## src/rtl/seg_capture_decoder.sv

```systemverilog
// Samples a multiplexed active-low seven-segment bus, decodes each stable digit
// and publishes a packed frame once every digit position has been captured.
module seg_capture_decoder #(
  parameter int NUM_DIGITS    = 4,
  parameter int STABLE_CYCLES = 4
) (
  input  logic                    clk,
  input  logic                    rst_n,
  input  logic [6:0]              seg_in,
  input  logic [NUM_DIGITS-1:0]   dig_sel,
  output logic [4*NUM_DIGITS-1:0] digits_out,
  output logic                    frame_valid,
  output logic                    frame_err
);

  localparam int              CW      = $clog2(STABLE_CYCLES + 1);
  localparam logic [CW-1:0]   CNT_MAX = CW'(STABLE_CYCLES);
  localparam logic [CW-1:0]   CNT_ONE = CW'(1);

  logic [6:0]              seg_q;
  logic [NUM_DIGITS-1:0]   sel_q;
  logic [CW-1:0]           cnt_q, cnt_d;
  logic [4*NUM_DIGITS-1:0] shadow_q, shadow_d;
  logic [NUM_DIGITS-1:0]   done_q, done_d;
  logic [NUM_DIGITS-1:0]   err_q, err_d;
  logic [4*NUM_DIGITS-1:0] digits_q, digits_d;
  logic                    valid_q, valid_d;
  logic                    ferr_q, ferr_d;

  logic       sel_onehot;
  logic       sample_same;
  logic       commit;
  logic [3:0] dec_val;
  logic       dec_err;

  // Pattern table; blank decodes to F without flagging an error.
  always_comb begin
    dec_val = 4'hE;
    dec_err = 1'b0;
    case (seg_q)
      7'b1000000:             dec_val = 4'd0;
      7'b1111001:             dec_val = 4'd1;
      7'b0100100:             dec_val = 4'd2;
      7'b0110000:             dec_val = 4'd3;
      7'b0011001:             dec_val = 4'd4;
      7'b0010010:             dec_val = 4'd5;
      7'b0000010:             dec_val = 4'd6;
      7'b1011000, 7'b1111000: dec_val = 4'd7;
      7'b0000000:             dec_val = 4'd8;
      7'b0010000:             dec_val = 4'd9;
      7'b1111111:             dec_val = 4'hF;
      default: begin
        dec_val = 4'hE;
        dec_err = 1'b1;
      end
    endcase
  end

  always_comb begin
    sel_onehot  = $onehot(sel_q);
    sample_same = (seg_in == seg_q) && (dig_sel == sel_q);

    if (!sel_onehot)              cnt_d = '0;
    else if (sample_same)         cnt_d = (cnt_q == CNT_MAX) ? cnt_q : cnt_q + CNT_ONE;
    else                          cnt_d = CNT_ONE;

    // Only the edge that reaches the threshold commits; saturation blocks repeats.
    commit = (cnt_q == CNT_MAX - CNT_ONE) && (cnt_d == CNT_MAX);

    shadow_d = shadow_q;
    done_d   = done_q;
    err_d    = err_q;
    digits_d = digits_q;
    ferr_d   = ferr_q;
    valid_d  = 1'b0;

    if (commit) begin
      for (int i = 0; i < NUM_DIGITS; i++) begin
        if (sel_q[i]) begin
          shadow_d[4*i +: 4] = dec_val;
          done_d[i]          = 1'b1;
          err_d[i]           = dec_err;
        end
      end
      if (&done_d) begin
        digits_d = shadow_d;
        ferr_d   = |err_d;
        valid_d  = 1'b1;
        done_d   = '0;
        err_d    = '0;
      end
    end
  end

  always_ff @(posedge clk or negedge rst_n) begin
    if (!rst_n) begin
      seg_q    <= 7'h7F;
      sel_q    <= '0;
      cnt_q    <= '0;
      shadow_q <= '0;
      done_q   <= '0;
      err_q    <= '0;
      digits_q <= '0;
      valid_q  <= 1'b0;
      ferr_q   <= 1'b0;
    end else begin
      seg_q    <= seg_in;
      sel_q    <= dig_sel;
      cnt_q    <= cnt_d;
      shadow_q <= shadow_d;
      done_q   <= done_d;
      err_q    <= err_d;
      digits_q <= digits_d;
      valid_q  <= valid_d;
      ferr_q   <= ferr_d;
    end
  end

  assign digits_out  = digits_q;
  assign frame_valid = valid_q;
  assign frame_err   = ferr_q;

endmodule

```

## config.mk

```make
export PLATFORM = sky130hd
export DESIGN_NAME = seg_capture_decoder
export DESIGN_NICKNAME = d
export VERILOG_FILES = /design/src/rtl/seg_capture_decoder.sv
export SDC_FILE = /design/constraint.sdc
export NUM_CORES = 1
export LEC_CHECK = 0
export CAP_MARGIN = 20
export CELL_PAD_IN_SITES_DETAIL_PLACEMENT = 1
export CELL_PAD_IN_SITES_GLOBAL_PLACEMENT = 1
export CORE_MARGIN = 2
export CORE_UTILIZATION = 48
export CTS_CLUSTER_DIAMETER = 50
export DETAILED_ROUTE_END_ITERATION = 16
export PLACE_DENSITY = 0.95
export SKIP_LAST_GASP = 1
export SYNTH_ARGS = -nofsm -noshare
export SYNTH_HDL_FRONTEND = slang
export SYNTH_SLANG_ARGS = --single-unit
```

## constraint.sdc

```tcl
create_clock -name clk -period 6.3 [get_ports clk]
set_input_delay 1.26 -clock clk [delete_from_list [all_inputs] [get_ports clk]]
set_output_delay 1.26 -clock clk [all_outputs]
set_load 0.02 [all_outputs]
```

==> flow_summary.html <==
<table>
<tr><th>Metric</th><th>Value</th></tr>
<tr><th colspan="2">Logic synthesis</th></tr>
<tr><td>Adder-Cell Fraction of Synth Area</td><td>3.18%</td></tr>
<tr><td>Fraction of the yosys area taken by sequential cells</td><td>48.5%</td></tr>
<tr><td>Synthesized netlist net count</td><td>278</td></tr>
<tr><td>Top flip-flop cell by instance count after synthesis</td><td>dfrtp_1</td></tr>
<tr><td>Mux share of post-synthesis cell area</td><td>11.9%</td></tr>
<tr><td>Avg Inst Size Synth</td><td>11.2 sq um</td></tr>
<tr><td>Fraction of registers with async set or reset after synthesis</td><td>100%</td></tr>
<tr><td>Parity-gate share of the synthesized area counting xor and xnor cells</td><td>4.21%</td></tr>
<tr><td>Largest family of logic cells by synthesized area</td><td>simple AND/OR/NAND/NOR gates</td></tr>
<tr><td>Synth Area in Simple Gates</td><td>14.7%</td></tr>
<tr><td>Synthesized cell area</td><td>2910 sq um</td></tr>
<tr><td>Compound-gate portion of the synthesized area</td><td>12.1%</td></tr>
<tr><td>Flip-flop and latch count after synthesis</td><td>56</td></tr>
<tr><td>Number of warnings printed during yosys synthesis</td><td>0</td></tr>
<tr><td>Post-synth EDFFs</td><td>0</td></tr>
<tr><td>Count of different cell masters after synthesis</td><td>55</td></tr>
<tr><td>Post-Syn Instances</td><td>259</td></tr>
<tr><th colspan="2">Pwr</th></tr>
<tr><td>Worst VDD drop</td><td>120 uV</td></tr>
<tr><td>Leakage power</td><td>0.00153 uW</td></tr>
<tr><td>Power per cell area</td><td>208 nW/um^2</td></tr>
<tr><th colspan="2">Placement</th></tr>
<tr><td>Detailed placer's ending HPWL</td><td>5.36 mm</td></tr>
<tr><td>Final weighted congestion of routability-driven global placement</td><td>0.836</td></tr>
<tr><td>Worst slack at placement</td><td>2170 ps</td></tr>
<tr><td>Placement Cell Area</td><td>3230 sq um</td></tr>
<tr><td>Port buffer count</td><td>30</td></tr>
<tr><th colspan="2">GRT</th></tr>
<tr><td>Remaining Overflow, GRT</td><td>0</td></tr>
<tr><td>Vias in the first global route</td><td>2,449</td></tr>
<tr><td>Initial antenna violation count</td><td>0</td></tr>
<tr><td>Wire length of the first global-routing pass</td><td>13.1 mm</td></tr>
<tr><td>Total GRT Usage</td><td>26.5%</td></tr>
<tr><td>Maximum number of pins on one net before global-route repair</td><td>57</td></tr>
<tr><th colspan="2">Clocking</th></tr>
<tr><td>Root buffer cell</td><td>clkbuf_8</td></tr>
<tr><td>Count of cells resized by post-cts repair</td><td>0</td></tr>
<tr><td>Number of buffers created by CTS</td><td>5</td></tr>
<tr><td>Worst-path clk slew</td><td>110 ps</td></tr>
<tr><td>Number of buffers on the longest clock path</td><td>2</td></tr>
<tr><td>Later-pin clock latency in the skew report</td><td>320 ps</td></tr>
<tr><td>Cts-stage hold buffer count</td><td>0</td></tr>
<tr><td>Number of H-tree levels</td><td>2</td></tr>
<tr><td>TritonCTS Sinks</td><td>56</td></tr>
<tr><td>Number of buffers inserted by post-CTS setup repair</td><td>0</td></tr>
<tr><td>CTS tree</td><td>yes</td></tr>
<tr><th colspan="2">Die</th></tr>
<tr><td>Area of the die</td><td>6700 sq um</td></tr>
<tr><td>Number of placement rows</td><td>28</td></tr>
<tr><td>Initial cell density of the core</td><td>49.4%</td></tr>
<tr><td>Vertical die dimension</td><td>81.9 um</td></tr>
<tr><td>Horizontal die dimension</td><td>81.9 um</td></tr>
<tr><td>Placeable core region</td><td>5890 sq um</td></tr>
<tr><td>Count of boundary I/O pins</td><td>31</td></tr>
<tr><th colspan="2">Worst setup path</th></tr>
<tr><td>Element type at the critical path start</td><td>flip-flop</td></tr>
<tr><td>Top delay family on crit path</td><td>simple AND/OR/NAND/NOR gates</td></tr>
<tr><td>Worst Setup Path Type</td><td>reg2reg</td></tr>
<tr><td>CP Max Fanout</td><td>14</td></tr>
<tr><td>Reg-to-reg slack, setup</td><td>2050 ps</td></tr>
<tr><td>Slowest stage cell, crit path</td><td>dfrtp_1</td></tr>
<tr><td>Longest individual stage delay on the worst path</td><td>730 ps</td></tr>
<tr><td>Setup crit end kind</td><td>flip-flop</td></tr>
<tr><td>Series of cell instances along the critical path</td><td>inv_1 &gt; fa_1 &gt; inv_1 &gt; ha_1 &gt; ha_1 &gt; or3b_1 &gt; a21oi_1 &gt; nand4_4 &gt; nor3_4 &gt; mux2_2</td></tr>
<tr><td>Crit path DAT</td><td>4470 ps</td></tr>
<tr><td>Required time of the worst setup path</td><td>6510 ps</td></tr>
<tr><td>Count of buffering cells on the critical path with inverters included</td><td>2</td></tr>
<tr><th colspan="2">Layout</th></tr>
<tr><td>Post-route cell area</td><td>3350 sq um</td></tr>
<tr><td>Antenna diodes</td><td>0</td></tr>
<tr><td>Layout Nets</td><td>302</td></tr>
<tr><td>Layout overhead on the synthesized area</td><td>15.1%</td></tr>
<tr><td>Fraction of layout cells with a size suffix above 1</td><td>19.4%</td></tr>
<tr><th colspan="2">STA</th></tr>
<tr><td>Aggregate negative setup slack</td><td>0 ps</td></tr>
<tr><td>Fin worst setup slack</td><td>2050 ps</td></tr>
<tr><td>Min Clock Period, post-route</td><td>4250 ps</td></tr>
<tr><td>Rel. slew slack</td><td>35.1%</td></tr>
<tr><td>Number of setup violations in the final report</td><td>0</td></tr>
<tr><td>Final Hold Viols</td><td>0</td></tr>
<tr><td>RSZ-0062 raised after global routing</td><td>false</td></tr>
<tr><td>Peak Freq</td><td>0.235 GHz</td></tr>
<tr><td>Max Slew Vio Count</td><td>0</td></tr>
<tr><td>Fin Clk Skew</td><td>6.16 ps</td></tr>
<tr><td>Actual transition at the worst max-transition pin</td><td>967 ps</td></tr>
<tr><td>Final worst-path cycle share</td><td>67.5%</td></tr>
<tr><th colspan="2">Worst hold path</th></tr>
<tr><td>Hold Crit Class</td><td>reg2reg</td></tr>
<tr><th colspan="2">Routing</th></tr>
<tr><td>Length of the first detailed-routing pass in iterations</td><td>4</td></tr>
<tr><td>Final WL</td><td>7.94 mm</td></tr>
<tr><td>Iteration-0 DRC Markers</td><td>178</td></tr>
<tr><td>Wirelength per Cell</td><td>22.1 um</td></tr>
<tr><td>Via total after detailed routing</td><td>2,229</td></tr>
<tr><td>Number of remaining DRC errors</td><td>0</td></tr>
<tr><td>Number of vias per cell</td><td>6.21</td></tr>
<tr><td>Routed Antenna Nets</td><td>0</td></tr>
<tr><th colspan="2">Status</th></tr>
<tr><td>Result of the run</td><td>completed</td></tr>
<tr><th colspan="2">Run</th></tr>
<tr><td>Number of max-cap violations</td><td>0</td></tr>
</table>
-- cells in the mapped netlist (2+ instances only) --
cell	count	area share, %
nor3_1	5	0.86
inv_1	20	2.6
a21oi_1	12	2.1
nor3b_1	2	0.52
xnor2_1	6	1.8
xor2_1	8	2.4
o31ai_1	9	2.3
nand2_1	3	0.39
nor3_2	4	1.4
dfrtp_1	49	42
ha_1	5	2.1
nor2_1	15	1.9
mux2i_1	12	4.1
buf_6	2	0.77
or3b_1	2	0.60
and4_1	2	0.60
clkbuf_1	4	0.52
a31oi_1	10	2.1
buf_2	8	1.4
or2_2	5	1.1
o22ai_1	5	1.1
mux2_2	19	7.4
buf_1	2	0.26
or3b_2	2	0.60
nand4_1	8	1.7
o21ai_0	4	0.69
nand3_1	2	0.34
dfstp_2	7	6.3
-- logic make-up after synthesis --
family / after synthesis
xor+xnor: 14
compound gates: 52
flops: 56
fa+ha+maj: 7
mux: 32
simple gates: 62
buf+inv: 36
-- path summary, 6_finish.rpt --
path | startpoint | end | cells past startpoint
max | sel_q[3] | digits_out[0] | 10
min | digits_out[12] | digits_out[12] | 1
max reg2reg | sel_q[3] | digits_out[0] | 10
min reg2reg | digits_out[12] | digits_out[12] | 1
max in group asynchronous | rst_n | err_q[0] | 2
min in group asynchronous | rst_n | cnt_q[0] | 2
-- layout make-up --
class / count / area (sq um)
multi-input cells: 167 / 1340
well taps: 75 / 93.8
flip-flops and latches: 56 / 1410
clock buffers: 5 / 68.8
repair buffers: 33 / 315
clock inverters: 3 / 46.3
fillers: 651 / 2540
inverters: 20 / 75.1
-- worst reg2reg max path: stages, from the launching register on --
cell     delay (ps)
dfrtp_1         730
inv_1           260
fa_1            540
inv_1            40
ha_1            190
ha_1            290
or3b_1          420
a21oi_1         240
nand4_4         260
nor3_4          730
mux2_2          430
-- routing by layer --
metal	GRT usage, %	wire length (um)
met5	0	0
met4	11.2	269
met3	4.95	373
met2	44.8	3960
met1	33.4	3340
-- sequential cells by signal, summed over array words and instances (netlist names) --
| register | cells |
|---|---|
| digits_out | 16 |
| shadow_q | 16 |
| seg_q | 7 |
| done_q | 4 |
| err_q | 4 |
| sel_q | 4 |
| cnt_q | 3 |
| frame_err | 1 |
| frame_valid | 1 |
-- report_power, final --
group / leakage [uW] / switching, uW / internal [uW]
Clock: 0.0000548 / 128 / 120
Sequential: 0.000706 / 13.9 / 366
Combinational: 0.000770 / 40.2 / 27.3
Total: 0.00153 / 182 / 513
-- through the flow --
step	std cells	hold slack (ps)	util, %	total power, uW
finish	359	508	56.9	696
detailed placement	351	482	55.0	451
CTS	359	506	56.9	698
global placement	350	479	54.9	447
floorplan	259	458	-	422
global route	359	530	56.9	718
-- cells in the final DEF, fill, tap and decap left out, drive strengths merged, types with 3 or more instances in the layout --
cell | synthesis | final
nor3 | 10 | 10
buf | 12 | 4
mux2i | 12 | 12
clkbuf | 4 | 5
xnor2 | 6 | 6
o31ai | 9 | 9
or2 | 5 | 5
clkdlybuf4s50 | 0 | 29
nand4 | 9 | 9
dfstp | 7 | 7
inv | 20 | 21
o21ai | 4 | 4
nand2 | 3 | 3
mux2 | 20 | 20
dfrtp | 49 | 49
ha | 5 | 5
a31oi | 10 | 10
nor2 | 15 | 15
o22ai | 5 | 5
a21oi | 13 | 13
xor2 | 8 | 8
nor4 | 3 | 3
or3b | 4 | 4
No activity file was read; power rests on OpenSTA's default activity.
==> variant 1, RTL diff (config.mk and constraints unchanged) <==
`STABLE_CYCLES`: 4 -> 2.
--- a/src/rtl/seg_capture_decoder.sv
+++ b/src/rtl/seg_capture_decoder.sv
@@ -2,7 +2,7 @@
 // and publishes a packed frame once every digit position has been captured.
 module seg_capture_decoder #(
   parameter int NUM_DIGITS    = 4,
-  parameter int STABLE_CYCLES = 4
+  parameter int STABLE_CYCLES = 2
 ) (
   input  logic                    clk,
   input  logic                    rst_n,
Function: changed (a bounded check fails within 10 cycles, from zero or initial values and one cycle with rst_n low).
==> variant 1 against the unedited design <==
Largest power group unchanged; worst hold slack lost 0.021 ns; routed wire length shrank 17%; sequential power shrank 1%; power shrank 8.7%; setup slack gained 0.11 ns; sequential cell count shrank 1; fmax grew 2.6%; combinational power shrank 5.0%; critical path type unchanged; design area shrank 4.6%; critical endpoint is now digits_out[10]$_DFFE_PN0P_; synthesized area shrank 2.9%.
==> variant 1: results (changes against the unedited design) <==
** Status
- Result of the run :: complete, no violations (unchanged)

** Power
- Relative contribution of combinational cells to total power :: 10.1% (was 9.7%)
- Sequential share of power :: 59.0% (was 54.6%)

** Finish
- The area taken by flip-flops and latches came to 1385 µm² (was 1410 µm²).
- Multi-input gate share of the layout cell area :: 40.25% (was 40.01%)
- The number of inverters outside the clock class in the layout is 11 (was 20).
- Comb_multi_in :: 182 (was 167)
- Synthesis-to-finish area growth :: 13.06% (was 15.09%)
- The proportion of cell area spent on the clock network came to 2.819% (was 3.437%).

** Detailed routing
- Violation count after the first detailed-routing iteration :: 154 (was 178)
- Average detailed-routed wire length per instance :: 18.34 µm (was 22.11 µm)

** Min path
- The hold path startpoint is digits_out[13]$_DFFE_PN0P_ (was digits_out[12]$_DFFE_PN0P_).
- Hold path cells :: 2 (was 1)

** Placed design
- The post-detailed-placement cell area was 3105 µm² (was 3234 µm²).
- Final RePlAce weighted congestion :: 0.8062 (was 0.8359)
- The worst slack at placement is 2.274 ns (was 2.175 ns).

** Worst setup path
- The end of the worst register-to-register path is digits_out[10]$_DFFE_PN0P_ (was digits_out[0]$_DFFE_PN0P_).
- Endpoint arrival time on the critical path :: 4.40 ns (was 4.47 ns)
- CP max FO :: 28 (was 14)
- The worst-case register-to-register setup slack was 2.15 ns (was 2.05 ns).

** Synth
- The post-synthesis sequential area ratio was 49.00% (was 48.45%).
- Multiplexer share of the synthesized area :: 0% (was 11.87%)
- Top post-synthesis cells by count: dfrtp_1 (48), nand2_1 (34), o21ai_1 (27) (was dfrtp_1 (49), inv_1 (20), mux2_2 (19)).
- Syn Inst Count :: 264 (was 259)
- The area share of fa/ha/maj cells after synthesis was 2.479% (was 3.181%).
- The count of different cell masters after synthesis was 53 (was 55).

** Clock network
- The total number of clock tree sinks is 55 (was 56).
[variant 1: changes by cell type in the layout (fill, tap and decap cells not counted), moves of 8 or more]
cell / before / now
mux2i_1: 12 / 0
o21ai_1: 0 / 27
a21oi_1: 12 / 4
mux2_2: 19 / 0
o31ai_1: 9 / 0
inv_1: 20 / 11
a31oi_1: 10 / 0
a21o_1: 0 / 8
nand2_1: 3 / 34
[variant 1: worst min path at each step]
stage                                 end  slack [ns]
2_1_floorplan     shadow_q[0]$_DFFE_PN0N_        0.45
3_3_place_gp      shadow_q[4]$_DFFE_PN0N_        0.46
3_5_place_dp   digits_out[15]$_DFFE_PN0P_        0.47
4_1_cts        digits_out[15]$_DFFE_PN0P_        0.49
5_1_grt             frame_err$_DFFE_PN0P_        0.51
6_report       digits_out[13]$_DFFE_PN0P_        0.49
[variant 1: layer usage]
metal	wire length [µm]	global-route usage, %	vias to the layer above
met5	0	0	-
met1	2883	29.18	1085
met2	3383	38.92	47
met3	184	2.667	14
met4	133	8.814	0
li1	-	-	976
==> variant 2, RTL diff (same settings) <==
Made on the original files. The output `frame_valid` loses its register stage (`valid_q` becomes a continuous assignment).
--- a/src/rtl/seg_capture_decoder.sv
+++ b/src/rtl/seg_capture_decoder.sv
@@ -101,7 +101,6 @@
       done_q   <= '0;
       err_q    <= '0;
       digits_q <= '0;
-      valid_q  <= 1'b0;
       ferr_q   <= 1'b0;
     end else begin
       seg_q    <= seg_in;
@@ -111,10 +110,11 @@
       done_q   <= done_d;
       err_q    <= err_d;
       digits_q <= digits_d;
-      valid_q  <= valid_d;
       ferr_q   <= ferr_d;
     end
   end
+
+  assign valid_q = valid_d;
 
   assign digits_out  = digits_q;
   assign frame_valid = valid_q;
Check against the original RTL: no difference found for any inputs over 10 cycles, from zero or initial values and one cycle with rst_n low; that may be too few to reach the edited logic, so the function may still have changed.
==> variant 2 against the unedited design <==
Sequential cell count is 1 lower; routed wire length fell by 9.3%; design area is 1.6% lower; cell count down 0.28%; power is 8.6% lower; setup slack lost 1.1 ns; fmax decreased by 21%; synthesized area shrank 0.86%; global-route usage shrank 2.6 points; largest cell class unchanged.
==> variant 2: results (changes against the unedited design) <==
** Status
- Result of the run :: complete, no violations (unchanged)

** Worst setup path
- Count of cells along the worst register-to-register path :: 11 (was 10)
- The start of the worst register-to-register path is sel_q[0]$_DFF_PN0_ (was sel_q[3]$_DFF_PN0_).
- The signal arrival time at the worst endpoint came to 4.13 ns (was 4.47 ns).
- Delay of the slowest cell on the worst path :: 0.64 ns (was 0.73 ns)
- Worst Setup EP :: frame_valid (was digits_out[0]$_DFFE_PN0P_)
- Setup slack, reg-to-reg :: 2.28 ns (was 2.05 ns)
- The gate family responsible for the most delay along the worst path was adder cells (was simple AND/OR/NAND/NOR gates).
- CP max FO :: 12 (was 14)

** Detailed routing
- Drt total wl :: 7.201 mm (was 7.939 mm)
- The initial detailed-routing violation count is 138 (was 178).
- Total vias in the final route :: 2175 (was 2229)
- The routed length on met3 was 312 µm (was 373 µm).
- The post-route met1 wirelength was 3.047 mm (was 3.337 mm).

** Min path
- End point of the worst hold path :: err_q[3]$_DFFE_PN0N_ (was digits_out[12]$_DFFE_PN0P_)
- Startpoint of the tightest hold check path :: err_q[3]$_DFFE_PN0N_ (was digits_out[12]$_DFFE_PN0P_)
- Hold path cells :: 2 (was 1)

** Timing
- The worst hold slack came to 0.5091 ns (was 0.5082 ns).
- The shortest period the worst path allows was 5.387 ns (was 4.254 ns).

** Power
- Leakage power of the design :: 1.503 nW (was 1.531 nW)

** Synth
- Compound-Gate Fraction of Synth Area :: 12.23% (was 12.12%)
- Syn Inst Count :: 258 (was 259)
- Top post-synthesis cells by count :: dfrtp_1 (48), inv_1 (20), mux2_2 (19) (was dfrtp_1 (49), inv_1 (20), mux2_2 (19))
- The share of synthesized area spent on multiplexers is 11.97% (was 11.87%).
- The post-synthesis sequential area ratio is 48.01% (was 48.45%).
- Adder-cell area share of the yosys netlist :: 3.209% (was 3.181%)

** Finish
- Filler Cells Inserted :: 632 (was 651)
- The fraction of layout instances using a drive strength above 1 is 19.08% (was 19.37%).

** Placed design
- The worst slack at placement came to 1.318 ns (was 2.175 ns).
- The placed wire-length estimate after detailed placement came to 5.000 mm (was 5.362 mm).
- The final weighted congestion in routability-driven placement is 0.8323 (was 0.8359).

** GRT
- The met2 usage came to 41.64% (was 44.80%).
- All-layer global routing usage :: 23.92% (was 26.53%)
- Pin count of the biggest net entering global routing :: 56 (was 57)
- The first-pass GRT wire length is 11.87 mm (was 13.14 mm).
- The global routing usage on met1 came to 30.14% (was 33.36%).
- The via count of the first global-routing pass came to 2331 (was 2449).
-- variant 2: cell count changes in the layout (fill, tap and decap cells not counted) --
cell / before / now
buf_2: 2 / 1
buf_4: 2 / 3
bufinv_16: 1 / 0
clkbuf_1: 0 / 1
clkinv_2: 0 / 1
dfrtp_1: 49 / 48
inv_6: 1 / 0
-- variant 2: area by class of cell --
type                            count  area (µm²)  share of cell area [%]
Sequential cell                    55        1385                   42.01
Multi-Input combinational cell    167        1340                   40.65
Timing Repair Buffer               33       317.8                   9.639
Tap cell                           75       93.84                   2.846
Inverter                           20       75.07                   2.277
Clock buffer                        6       72.57                   2.201
Clock inverter                      2       12.51                  0.3795
-- variant 2: report_power, final --
| part | switching [mW] | internal (mW) |
|---|---|---|
| logic | 0.0383 | 0.0270 |
| clock network | 0.119 | 0.0781 |
| registers | 0.0133 | 0.360 |
| total | 0.171 | 0.465 |
